### config.mk
export PLATFORM = sky130hd
export DESIGN_NAME = load_store_unit
export DESIGN_NICKNAME = d
export VERILOG_FILES = /design/src/rtl/lsu_pkg.sv /design/src/rtl/lsu_load_align.sv /design/src/rtl/load_store_unit.sv
export SDC_FILE = /design/constraint.sdc
export NUM_CORES = 1
export LEC_CHECK = 0
export CAP_MARGIN = 20
export CORE_ASPECT_RATIO = 1.2
export CORE_MARGIN = 4
export CORE_UTILIZATION = 40
export CTS_CLUSTER_DIAMETER = 200
export DETAILED_ROUTE_END_ITERATION = 12
export PLACE_DENSITY = 0.75
export SLEW_MARGIN = 0
export SYNTH_ARGS = -nofsm -noshare
export SYNTH_HDL_FRONTEND = slang
export SYNTH_SLANG_ARGS = --single-unit
### constraint.sdc
create_clock -name clk -period 3.74 [get_ports clk]
set_input_delay 0.748 -clock clk [delete_from_list [all_inputs] [get_ports clk]]
set_output_delay 0.748 -clock clk [all_outputs]
set_load 0.02 [all_outputs]
### src/rtl/lsu_pkg.sv
// Shared types and encodings for the load/store unit: FSM states, access sizes,
// byte-enable constants and small lane helpers.
package lsu_pkg;

  typedef enum logic [1:0] {
    IDLE = 2'd0,
    MEM  = 2'd1,
    WB   = 2'd2
  } lsu_state_t;

  typedef enum logic [1:0] {
    BYTE = 2'b00,
    HALF = 2'b01,
    WORD = 2'b10,
    RSVD = 2'b11
  } size_t;

  localparam logic [3:0] BE_BYTE = 4'b0001;
  localparam logic [3:0] BE_HALF = 4'b0011;
  localparam logic [3:0] BE_WORD = 4'b1111;

  function automatic logic is_misaligned(input size_t size, input logic [1:0] addr_lo);
    case (size)
      BYTE:    return 1'b0;
      HALF:    return addr_lo[0];
      WORD:    return |addr_lo;
      default: return 1'b1;
    endcase
  endfunction

  function automatic logic [3:0] byte_enable(input size_t size, input logic [1:0] addr_lo);
    case (size)
      BYTE:    return BE_BYTE << addr_lo;
      HALF:    return BE_HALF << {addr_lo[1], 1'b0};
      default: return BE_WORD;
    endcase
  endfunction

  // Stores drive every lane so the memory only has to honour the byte enables.
  function automatic logic [31:0] replicate_store(input size_t size, input logic [31:0] data);
    case (size)
      BYTE:    return {4{data[7:0]}};
      HALF:    return {2{data[15:0]}};
      default: return data;
    endcase
  endfunction

endpackage

### src/rtl/lsu_load_align.sv
// Load data alignment: selects the addressed byte/half lane from a 32-bit
// memory word and sign- or zero-extends it. Purely combinational.
module lsu_load_align
  import lsu_pkg::*;
(
  input  logic [31:0] i_rdata,
  input  logic [1:0]  i_addr_lo,
  input  size_t       i_size,
  input  logic        i_unsigned,
  output logic [31:0] o_data
);

  logic [7:0]  w_byte;
  logic [15:0] w_half;
  logic        w_sign;

  // NOTE: every signal written in always_comb gets a default first, otherwise
  // a path that skips an assignment infers a latch.
  always_comb begin
    w_byte = i_rdata[7:0];
    w_half = i_rdata[15:0];
    w_sign = 1'b0;
    o_data = i_rdata;

    case (i_addr_lo)
      2'd0:    w_byte = i_rdata[7:0];
      2'd1:    w_byte = i_rdata[15:8];
      2'd2:    w_byte = i_rdata[23:16];
      default: w_byte = i_rdata[31:24];
    endcase

    if (i_addr_lo[1]) begin
      w_half = i_rdata[31:16];
    end

    case (i_size)
      BYTE: begin
        w_sign = ~i_unsigned & w_byte[7];
        o_data = {{24{w_sign}}, w_byte};
      end
      HALF: begin
        w_sign = ~i_unsigned & w_half[15];
        o_data = {{16{w_sign}}, w_half};
      end
      default: o_data = i_rdata;
    endcase
  end

endmodule

### src/rtl/load_store_unit.sv
// Load/store unit: one outstanding data-memory access, sub-word store lane
// replication, load alignment and write-back. Define LSU_TIMEOUT_EN to add the ack watchdog.
module load_store_unit
  import lsu_pkg::*;
#(
  parameter int ADDR_W         = 32,
  parameter int TIMEOUT_CYCLES = 255
) (
  input  logic              clk,
  input  logic              rst,
  input  logic              req_valid,
  output logic              req_ready,
  input  logic              req_we,
  input  logic [1:0]        req_size,
  input  logic              req_unsigned,
  input  logic [ADDR_W-1:0] req_addr,
  input  logic [31:0]       req_wdata,
  input  logic [4:0]        req_rd,
  output logic              mem_req,
  output logic              mem_we,
  output logic [ADDR_W-1:0] mem_addr,
  output logic [31:0]       mem_wdata,
  output logic [3:0]        mem_be,
  input  logic              mem_ack,
  input  logic [31:0]       mem_rdata,
  output logic              wb_valid,
  output logic [4:0]        wb_rd,
  output logic [31:0]       wb_data,
  output logic              err,
  output logic              busy
);

  lsu_state_t        r_state;
  lsu_state_t        w_next_state;
  logic              r_we;
  size_t             r_size;
  logic              r_unsigned;
  logic [ADDR_W-1:0] r_addr;
  logic [31:0]       r_wdata;
  logic [4:0]        r_rd;
  logic [31:0]       r_wb_data;
  logic              r_err;

  logic              w_accept;
  logic              w_misaligned;
  logic              w_start_mem;
  logic              w_load_ack;
  logic              w_timeout;
  logic [31:0]       w_align_data;

  assign w_misaligned = is_misaligned(size_t'(req_size), req_addr[1:0]);
  assign w_start_mem  = w_accept & ~w_misaligned;

`ifdef LSU_TIMEOUT_EN
  localparam int CNT_W = (TIMEOUT_CYCLES > 1) ? $clog2(TIMEOUT_CYCLES) : 1;

  logic [CNT_W-1:0] r_tmo_cnt;

  always_ff @(posedge clk or negedge rst) begin
    if (!rst) begin
      r_tmo_cnt <= '0;
    end else if (w_start_mem) begin
      r_tmo_cnt <= '0;
    end else if (r_state == MEM) begin
      r_tmo_cnt <= r_tmo_cnt + CNT_W'(1);
    end
  end

  // An ack arriving in the final allowed cycle still wins over the timeout.
  assign w_timeout = (r_state == MEM) && !mem_ack &&
                     (r_tmo_cnt == CNT_W'(TIMEOUT_CYCLES - 1));
`else
  // Without the watchdog the unit waits in MEM for as long as the ack takes.
  assign w_timeout = 1'b0 && (TIMEOUT_CYCLES > 0);
`endif

  always_comb begin
    w_next_state = r_state;
    w_accept     = 1'b0;
    w_load_ack   = 1'b0;

    case (r_state)
      IDLE: begin
        if (req_valid) begin
          w_accept = 1'b1;
          if (!w_misaligned) begin
            w_next_state = MEM;
          end
        end
      end
      MEM: begin
        if (mem_ack) begin
          if (r_we) begin
            w_next_state = IDLE;
          end else begin
            w_load_ack   = 1'b1;
            w_next_state = WB;
          end
        end else if (w_timeout) begin
          w_next_state = IDLE;
        end
      end
      WB:      w_next_state = IDLE;
      default: w_next_state = IDLE;
    endcase
  end

  // NOTE: sequential state uses non-blocking assignments so every register
  // samples the pre-edge values, independent of statement order.
  always_ff @(posedge clk or negedge rst) begin
    if (!rst) begin
      r_state <= IDLE;
    end else begin
      r_state <= w_next_state;
    end
  end

  always_ff @(posedge clk or negedge rst) begin
    if (!rst) begin
      r_we       <= 1'b0;
      r_size     <= BYTE;
      r_unsigned <= 1'b0;
      r_addr     <= '0;
      r_wdata    <= '0;
      r_rd       <= '0;
      r_wb_data  <= '0;
      r_err      <= 1'b0;
    end else begin
      r_err <= (w_accept & w_misaligned) | w_timeout;
      if (w_accept) begin
        r_we       <= req_we;
        r_size     <= size_t'(req_size);
        r_unsigned <= req_unsigned;
        r_addr     <= req_addr;
        r_wdata    <= req_wdata;
        r_rd       <= req_rd;
      end
      if (w_load_ack) begin
        r_wb_data <= w_align_data;
      end
    end
  end

  lsu_load_align u_load_align (
    .i_rdata    (mem_rdata),
    .i_addr_lo  (r_addr[1:0]),
    .i_size     (r_size),
    .i_unsigned (r_unsigned),
    .o_data     (w_align_data)
  );

  // Memory and write-back ports read zero whenever they are not in use.
  assign mem_req   = (r_state == MEM);
  assign mem_we    = mem_req & r_we;
  assign mem_addr  = mem_req ? {r_addr[ADDR_W-1:2], 2'b00} : '0;
  assign mem_wdata = mem_req ? replicate_store(r_size, r_wdata) : '0;
  assign mem_be    = mem_req ? byte_enable(r_size, r_addr[1:0]) : '0;

  assign wb_valid  = (r_state == WB);
  assign wb_rd     = wb_valid ? r_rd : '0;
  assign wb_data   = wb_valid ? r_wb_data : '0;

  assign req_ready = (r_state == IDLE);
  assign busy      = (r_state != IDLE);
  assign err       = r_err;

endmodule

* Word-level counts from Yosys, hierarchy flattened
Cells that the tools add are included.
Storage, ports and cells: bits in registers 108, input port bits 109, output and inout port bits 111, logic and storage cells 54
Cells by class: eq/ne operators 10, shift operators 2, muxes and demuxes 21, bitwise operators 5, reductions and logical operators 7
Operators with widths (number):
- $pmux W32 S2 | 2
- $mux W32 | 3
- $pmux W8 S3 | 1
- $mux W16 | 1
- $eq A2 B1 Y1 const B | 4
- $logic_not A2 Y1 | 4
- $mux W2 | 4
- $pmux W4 S2 | 1
- $eq A2 B2 Y1 const B | 3
- $mux W1 | 5
- $mux W5 | 1
- $and A1 B1 Y1 | 4
- $mux W4 | 1
- $ne A2 B2 Y1 const B | 2
- $pmux W2 S2 | 1
- $shl A1 B2 Y4 const A | 1
- $shl A2 B2 Y4 const A | 1
- $pmux W1 S3 | 1
- $reduce_and A3 Y1 | 1
- $ne A2 B1 Y1 const B | 1
- $reduce_bool A2 Y1 | 1
- $reduce_or A2 Y1 | 1
- $not A1 Y1 | 1

* Depth between registers and ports, before layout
depth in word-level cells 5, mapped depth 7, gate-level depth less buffers 4

* By module
Synthesis repeated with hierarchy kept, for this count alone.
Second synthesis, totals: cell total of the unflattened synthesis 531, area total of the unflattened synthesis 6019.5 µm²
By module, submodules not included:
- load_store_unit | times used 1, cells each 416, area an instance 5173.7 µm², seq. area each 2702.6 µm²
- lsu_load_align | times used 1, cells each 115, area an instance 845.8 µm², seq. area each 0.0 µm²

* Worst setup path after synthesis
Ideal clock, no wire load.
path type register to output, from register r_size[1], to output port mem_wdata[10], arrival time 1.308 ns, data required time 2.992 ns, path slack 1.684 ns, cell stages (with the launch flop) 5, buffers on the path 1, cell sequence dfrtp_1 -> buf_2 -> nor2_1 -> nand2_1 -> a21oi_1
On the way: longest elaborated chain between the ends 3, elaborated cells between the ends (all ways) 4, classes of those cells eq/ne (1); mux (2); reduce/logical (1)
Ends and longest elaborated chain:
- from (decl) | RTL line load_store_unit.sv:36 | size_t r_size;
- from (signal assigned) | RTL line load_store_unit.sv:132 | r_size <= size_t'(req_size);
- $eq A2 B1 Y1 or $logic_not A2 Y1 (tied branches) | RTL line lsu_pkg.sv:41 | case (size)
- $pmux W32 S2 * | RTL line lsu_pkg.sv:41
- $mux W32 * | RTL line load_store_unit.sv:156 | assign mem_wdata = mem_req ? replicate_store(r_size, r_wdata) : '0;
- to (decl) | RTL line load_store_unit.sv:22 | output logic [31:0] mem_wdata,
Mark *: on every way between the ends. The rest lies on a longest branch, timed or not.

* Final worst setup path
from register r_size[1], to output port mem_wdata[14]
Same word-level chain as after synthesis.

==> results.md <==
* Status: completed
* Number of diodes at 0
* Initial antenna violation count at 0
* Pre-antenna DRT Iters at 4
* Pin count of the biggest net entering global routing at 79
* Synthesized instance count at between 500 and 600
* RR Endpoint: r_wdata[13]
* Total Power at 0.004230 W
* FP Rows at 46
* Routed wire length at 16300 µm
* PwrDens at approximately 520 nW/µm²
* Worst setup SP type: flip-flop
* TritonCTS clock tree: yes
* Final #Nets at 835
* Grt total ovfl at 0
* RSZ-0062 raised after global routing: no
* Final setup fails at 0
* CP top delay family: buffers and inverters
* Worst path buffer plus inverter count at 2
* Fmax at 298.9 MHz
* R2R depth at 3
* Die width at 115.3 µm
* Ys async rst share at 1.000
* Most frequent CP cell: nand2_1
* Seq cells post-synth at 108
* Setup CP Type: flip-flop to primary output
* Clock sink count at 108
* Leakage at around 3.4 nW
* H-tree levels at 3
* Core area at about 13000 µm²
* Fin crit period at 3346 ps
* Clock Latency Late Sink at 340 ps
* Post-CTS Hold Fix Bufs at 0
* Crit-path slowest cell: clkdlybuf4s50_1
* Vias per Instance at between 5 and 6
* TritonCTS buffer count at 9
* Share of cells above drive strength 1 at 0.1395
* Max stage delay on crit path at 640 ps
* Crit path capture type: primary output
* Area grow syn2layout at 46.02%
* Worst path cell trace: inv_1, nand2_1, nand2_1, a21oi_1, clkdlybuf4s50_1
* Initial cell density of the core at 0.4137
* Mapped cell area at 5524 µm²
* Max-slew violation count at 0
* Crit. path cell count at 5
* Max Fanout on Critical Path at 19
* Post-synth EDFFs at 0
* Clock transition at the registers of the reported paths at 70 ps
* Worst Skew at 4.547 ps
* Required time of the critical path at 2990 ps
* YS warnings at 0
* Synth cell types at 37
* Worst R2R Setup Slack at 1580 ps
* Remaining DRCs at 0
* Syn Area/Cell at 10.42 µm²
* # resized after CTS at 0
* Ports at 220
* Number of routed nets with antenna violations at 0
* Final Hold Violating Endpoints at 0
* Max cap viols at 0
* Port Buf Inserts at 217
* First-pass GRT wire length at 25750 µm
* Post-DP HPWL at 12200 µm
* Setup bufs post-CTS at 0
* Iteration-0 DRC count of the detailed router at 179
* Vias post-DR at 4716
* Hold slack at around 430 ps
* Gpl congestion at 0.8121
* Relative slew slack at 0.3312
* Arr. time, crit path at 2600 ps
* Worst-Margin Slew at 1003 ps
* Die H at around 140 µm
* TNS Setup at 0 ps
* Worst hold path type: input pin to asynchronous set/reset pin
* Post-synthesis sequential area ratio at 0.4892
* RR Startpoint: r_state[0]
* Clk root buf: clkbuf_16
* Vias in the first global route at 4948
* Longest Clk Path Bufs at 2
* Top FF cell, synth: dfrtp_1
* Routed len/inst at 18.13 µm
* Peak VDD IR at 0.2498 mV
* Die ar. at 15760 µm²
* GRT Overall Usage at 0.2086
* Period utilization at 0.8945
cells in the mapped netlist, drive strengths merged (2+ instances only):
master | n | area (µm²)
inv | 7 | 26.28
clkbuf | 19 | 71.32
o311ai | 2 | 17.52
buf | 22 | 127.6
clkinv | 3 | 11.26
mux2i | 24 | 240.2
a221oi | 16 | 183.9
nor2b | 2 | 12.51
o21ai | 21 | 105.1
nand3 | 28 | 140.1
dfrtp | 108 | 2703
and2 | 78 | 488.0
nor2 | 41 | 153.9
nand2 | 50 | 187.7
a21oi | 22 | 110.1
nor3 | 2 | 15.01
o21a | 2 | 15.01
nand2b | 2 | 12.51
mux2 | 70 | 788.3
sequential cells by signal (all words and copies together), names as in the netlist:
name	count
r_unsigned	1
r_wb_data	32
err	1
r_rd	5
r_we	1
r_state	2
r_size	2
r_wdata	32
r_addr	32
cells in the final DEF, fill, tap and decap left out, types with 13 or more instances in the layout:
master and n:
clkdlybuf4s50_1 216, o21ai_0 13, and2_1 77, nor2_1 41, nand3_1 28, nand2_1 50
mux2i_1 24, dfrtp_1 107, mux2_2 65, a21oi_1 22
routing by layer:
metal  part of all wire  track usage  up-vias
met5                  0            0        -
met4              0.019      0.07436        0
met3              0.071      0.03848       22
met2               0.52       0.3678      172
met1               0.39       0.2536     2327
li1                   -            -     2195
report_power, final:
part | internal, W | switching, W | total, W
Combinational | 0.000776 | 0.000757 | 0.00153
Sequential | 0.00152 | 0.000235 | 0.00175
Clock | 0.000520 | 0.000425 | 0.000945
worst reg2reg max path: stages (launching register included):
cell     delay, ps
dfrtp_1        420
nor2_1         290
and2_4         860
mux2_2         480
cell type report:
class / count / area, µm²
fillers: 1155 / 5286
multi-input cells: 372 / 2599
flip-flops and latches: 108 / 2704
well taps: 168 / 210.2
inverters: 10 / 37.54
clock buffers: 12 / 236.5
clock inverters: 4 / 50.05
repair buffers: 225 / 2230
how the worst max path moves through the flow:
stage,end,start
after detailed placement,mem_wdata[14],r_size[1]
after global placement,mem_be[0],r_size[1]
after CTS,mem_wdata[14],r_size[1]
final,mem_wdata[14],r_size[1]
after floorplan,mem_wdata[10],r_size[1]
after global routing,mem_wdata[14],r_size[1]
per-stage QoR:
| step | utilization | area [µm²] | std cells | setup WS [ps] |
|---|---|---|---|---|
| final | 0.6041 | 8066 | 899 | 394.4 |
| after global routing | 0.6041 | 8066 | 899 | 203.2 |
| after CTS | 0.6041 | 8066 | 899 | 349.7 |
| after global placement | 0.5826 | 7780 | 883 | 850.2 |
| after detailed placement | 0.5826 | 7780 | 883 | 736.0 |
| after floorplan | - | 5528 | 531 | 1684 |
kinds of logic (layout without fill, tap and decap cells):
kind of cell / after synthesis / in the layout / share of synthesized area
AO/OA/AOI/OAI: 68 / 68 / 0.08811
buffers and inverters: 51 / 251 / 0.04281
flip-flops: 108 / 108 / 0.4892
multiplexers: 95 / 95 / 0.1903
other: 1 / 2 / 0.0006789
AND/OR/NAND/NOR: 207 / 207 / 0.1889
No activity file was read; power rests on OpenSTA's default activity.
==> patch (config.mk and constraints unchanged) <==
The option `LSU_TIMEOUT_EN` is turned on by a define.
--- a/src/rtl/load_store_unit.sv
+++ b/src/rtl/load_store_unit.sv
@@ -2,2 +2,4 @@
 // replication, load alignment and write-back. Define LSU_TIMEOUT_EN to add the ack watchdog.
+`define LSU_TIMEOUT_EN
+
 module load_store_unit
Formal check against the unedited RTL: same outputs for any inputs over 10 cycles, from zero or initial values and one cycle with rst low; that may be too few to reach the edited logic, so the function may still have changed.
==> patch against the original RTL <==
- setup slack worse by 0.12 ns
- sequential cell count rose by 8
- die area up 7.8%
- wire length increased by 14%
- synthesized area increased by 8.4%
- total power rose by 32%
- global-route usage increased by 1.1 points
- maximum frequency down 3.4%
- cell area increased by 11%
- core utilization grew 1.3 points
==> patch: results (changes against the original RTL) <==
critical_path:
  critical_path_arrival_ns: 2.71  # +0.11 ns
  worst_path_max_delay_cell: "dfrtp_1"
  rrSetupSlack_ns: 1.34  # -0.24 ns
  crit_path_max_incr_delay_ns: 0.65
  r2r_cells: 4  # +1
  r2r_start: "r_addr[1]"
  reg2reg_to: "r_wb_data[19]"
  crit_family: "simple AND/OR/NAND/NOR gates"
  worstPathMaxFanout: 18  # -1
cells_and_area:
  num_antenna_cells: 0  # unchanged
  layout-drive-gt1-share_pct: 16.2  # +2.3 points
  largestRegisters: "r_addr x32, r_wb_data x32, r_wdata x32"
  nets: 887  # +6.2%
  fillers: 1207  # +4.5%
clock_tree:
  root_buffer: "clkbuf_16"
  cts_buffer_depth: 2  # unchanged
  post-cts-setup-buffers: 0  # unchanged
  cts_inserted_buffers: 17  # +8
  path_clk_slew_ns: 0.05  # -0.02 ns
  clk_latency_ns: 0.41  # +0.07 ns
  cts-resized-gates: 0  # unchanged
  ctsHtreeMaxLevel: 4  # +1
grt:
  grt_max_degree: 76  # -3.8%
  grtUsageTotal_pct: 22.0  # +1.1 points
  grt_antenna_before_repair: 0  # unchanged
  grt_pass1_vias: 5489  # +11%
  grt_pass1_wl_um: 29600  # +15%
drt:
  drt_wl_total_um: 18600  # +14%
  vias: 5246  # +11%
  drtIter0Drc: 484  # +170%
  m1WireLength_um: 7610  # +21%
  routed.top_layer: "met4"
  drt_pass1_iterations: 5  # +1
  wl_met3_um: 1540  # +33%
  route.met2.wl_um: 9020  # +5.5%
synthesis:
  synth.area.top_cells: "dfrtp_1 48%, mux2_2 15%, and2_1 8.0%"
  netlist-cell-type-count: 40  # +8.1%
  synth_ff_type: "dfrtp_1"
  yosys_warnings: 0  # unchanged
  synthCells: 573  # +8.1%
  async_reset_ff_share_pct: 100  # unchanged
  yosysSeqAreaShare_pct: 48.5  # -0.43 points
  yosys-top-cells-count: "116 x dfrtp_1, 80 x mux2_2, 77 x and2_1"
power_and_ir_drop:
  vdd.ir_drop.worst_mv: 0.343  # +37%
  leakage_nw: 3.64  # +8.7%
  clkPwrFrac_pct: 32.9  # +11 points
  seqPwrFrac_pct: 35.1  # -6.3 points
  p_sw_w: 0.00174  # +23%
worst_hold_path:
  min_path_type: "in2async"
place:
  dpl.hpwl_um: 13400  # +10%
  dpl-instance-area_um2: 8310  # +6.8%
  finalWeightedCongestion: 0.911  # +12%
  port-buffer-count: 217  # unchanged
flow_run:
  timing.max_cap.violations: 0  # unchanged
sta:
  clock_skew_ns: 0.00423  # -0.000314 ns
  slew_headroom_pct: 33.2  # +0.13 points
run_status:
  status: "finished, final reports clean"
-- patch: final cells by class --
cell class                      count  share of cell area [%]
Sequential cell                   116                    32.4
Multi-Input combinational cell    405                    31.9
Timing Repair Buffer              228                    25.2
Clock buffer                       22                    5.17
Tap cell                          200                    2.79
Clock inverter                      9                    2.23
Inverter                            8                   0.335
-- patch: cell families (layout without fill, tap and decap cells) --
| group | count (synthesis) | in the layout | synth area share, % |
|---|---|---|---|
| other cells | 1 | 2 | 0.0626 |
| flops | 116 | 116 | 48.5 |
| mux | 98 | 98 | 18.5 |
| compound gates | 127 | 127 | 12.8 |
| xor+xnor | 3 | 3 | 0.439 |
| fa+ha+maj | 2 | 2 | 0.418 |
| simple gates | 173 | 173 | 15.4 |
| buf+inv | 53 | 267 | 3.89 |
-- patch: worst max path at each step --
stage,startpoint,endpoint,cells after the start
6_report,r_size[0],mem_wdata[11],4
5_1_grt,r_size[0],mem_wdata[11],4
4_1_cts,r_size[0],mem_wdata[11],4
3_5_place_dp,r_size[0],mem_wdata[11],4
3_3_place_gp,r_size[0],mem_wdata[10],4
2_1_floorplan,r_state[1],mem_addr[11],6
-- patch: per-stage QoR --
stage | power, W | hold WS (ns) | utilization [%] | instances | setup WS (ns)
floorplan | 0.00300 | 0.442 | - | 574 | 1.51
global placement | 0.00367 | 0.455 | 57.2 | 957 | 0.783
detailed placement | 0.00376 | 0.464 | 57.2 | 957 | 0.708
CTS | 0.00562 | 0.471 | 61.7 | 988 | 0.247
global route | 0.00589 | 0.488 | 61.7 | 988 | 0.180
finish | 0.00558 | 0.436 | 61.7 | 988 | 0.278
-- patch: metal layers --
layer	up-vias	global-route usage (%)
met5	-	0
met4	0	8.44
met3	37	7.28
met2	234	36.4
met1	2557	26.8
li1	2418	-
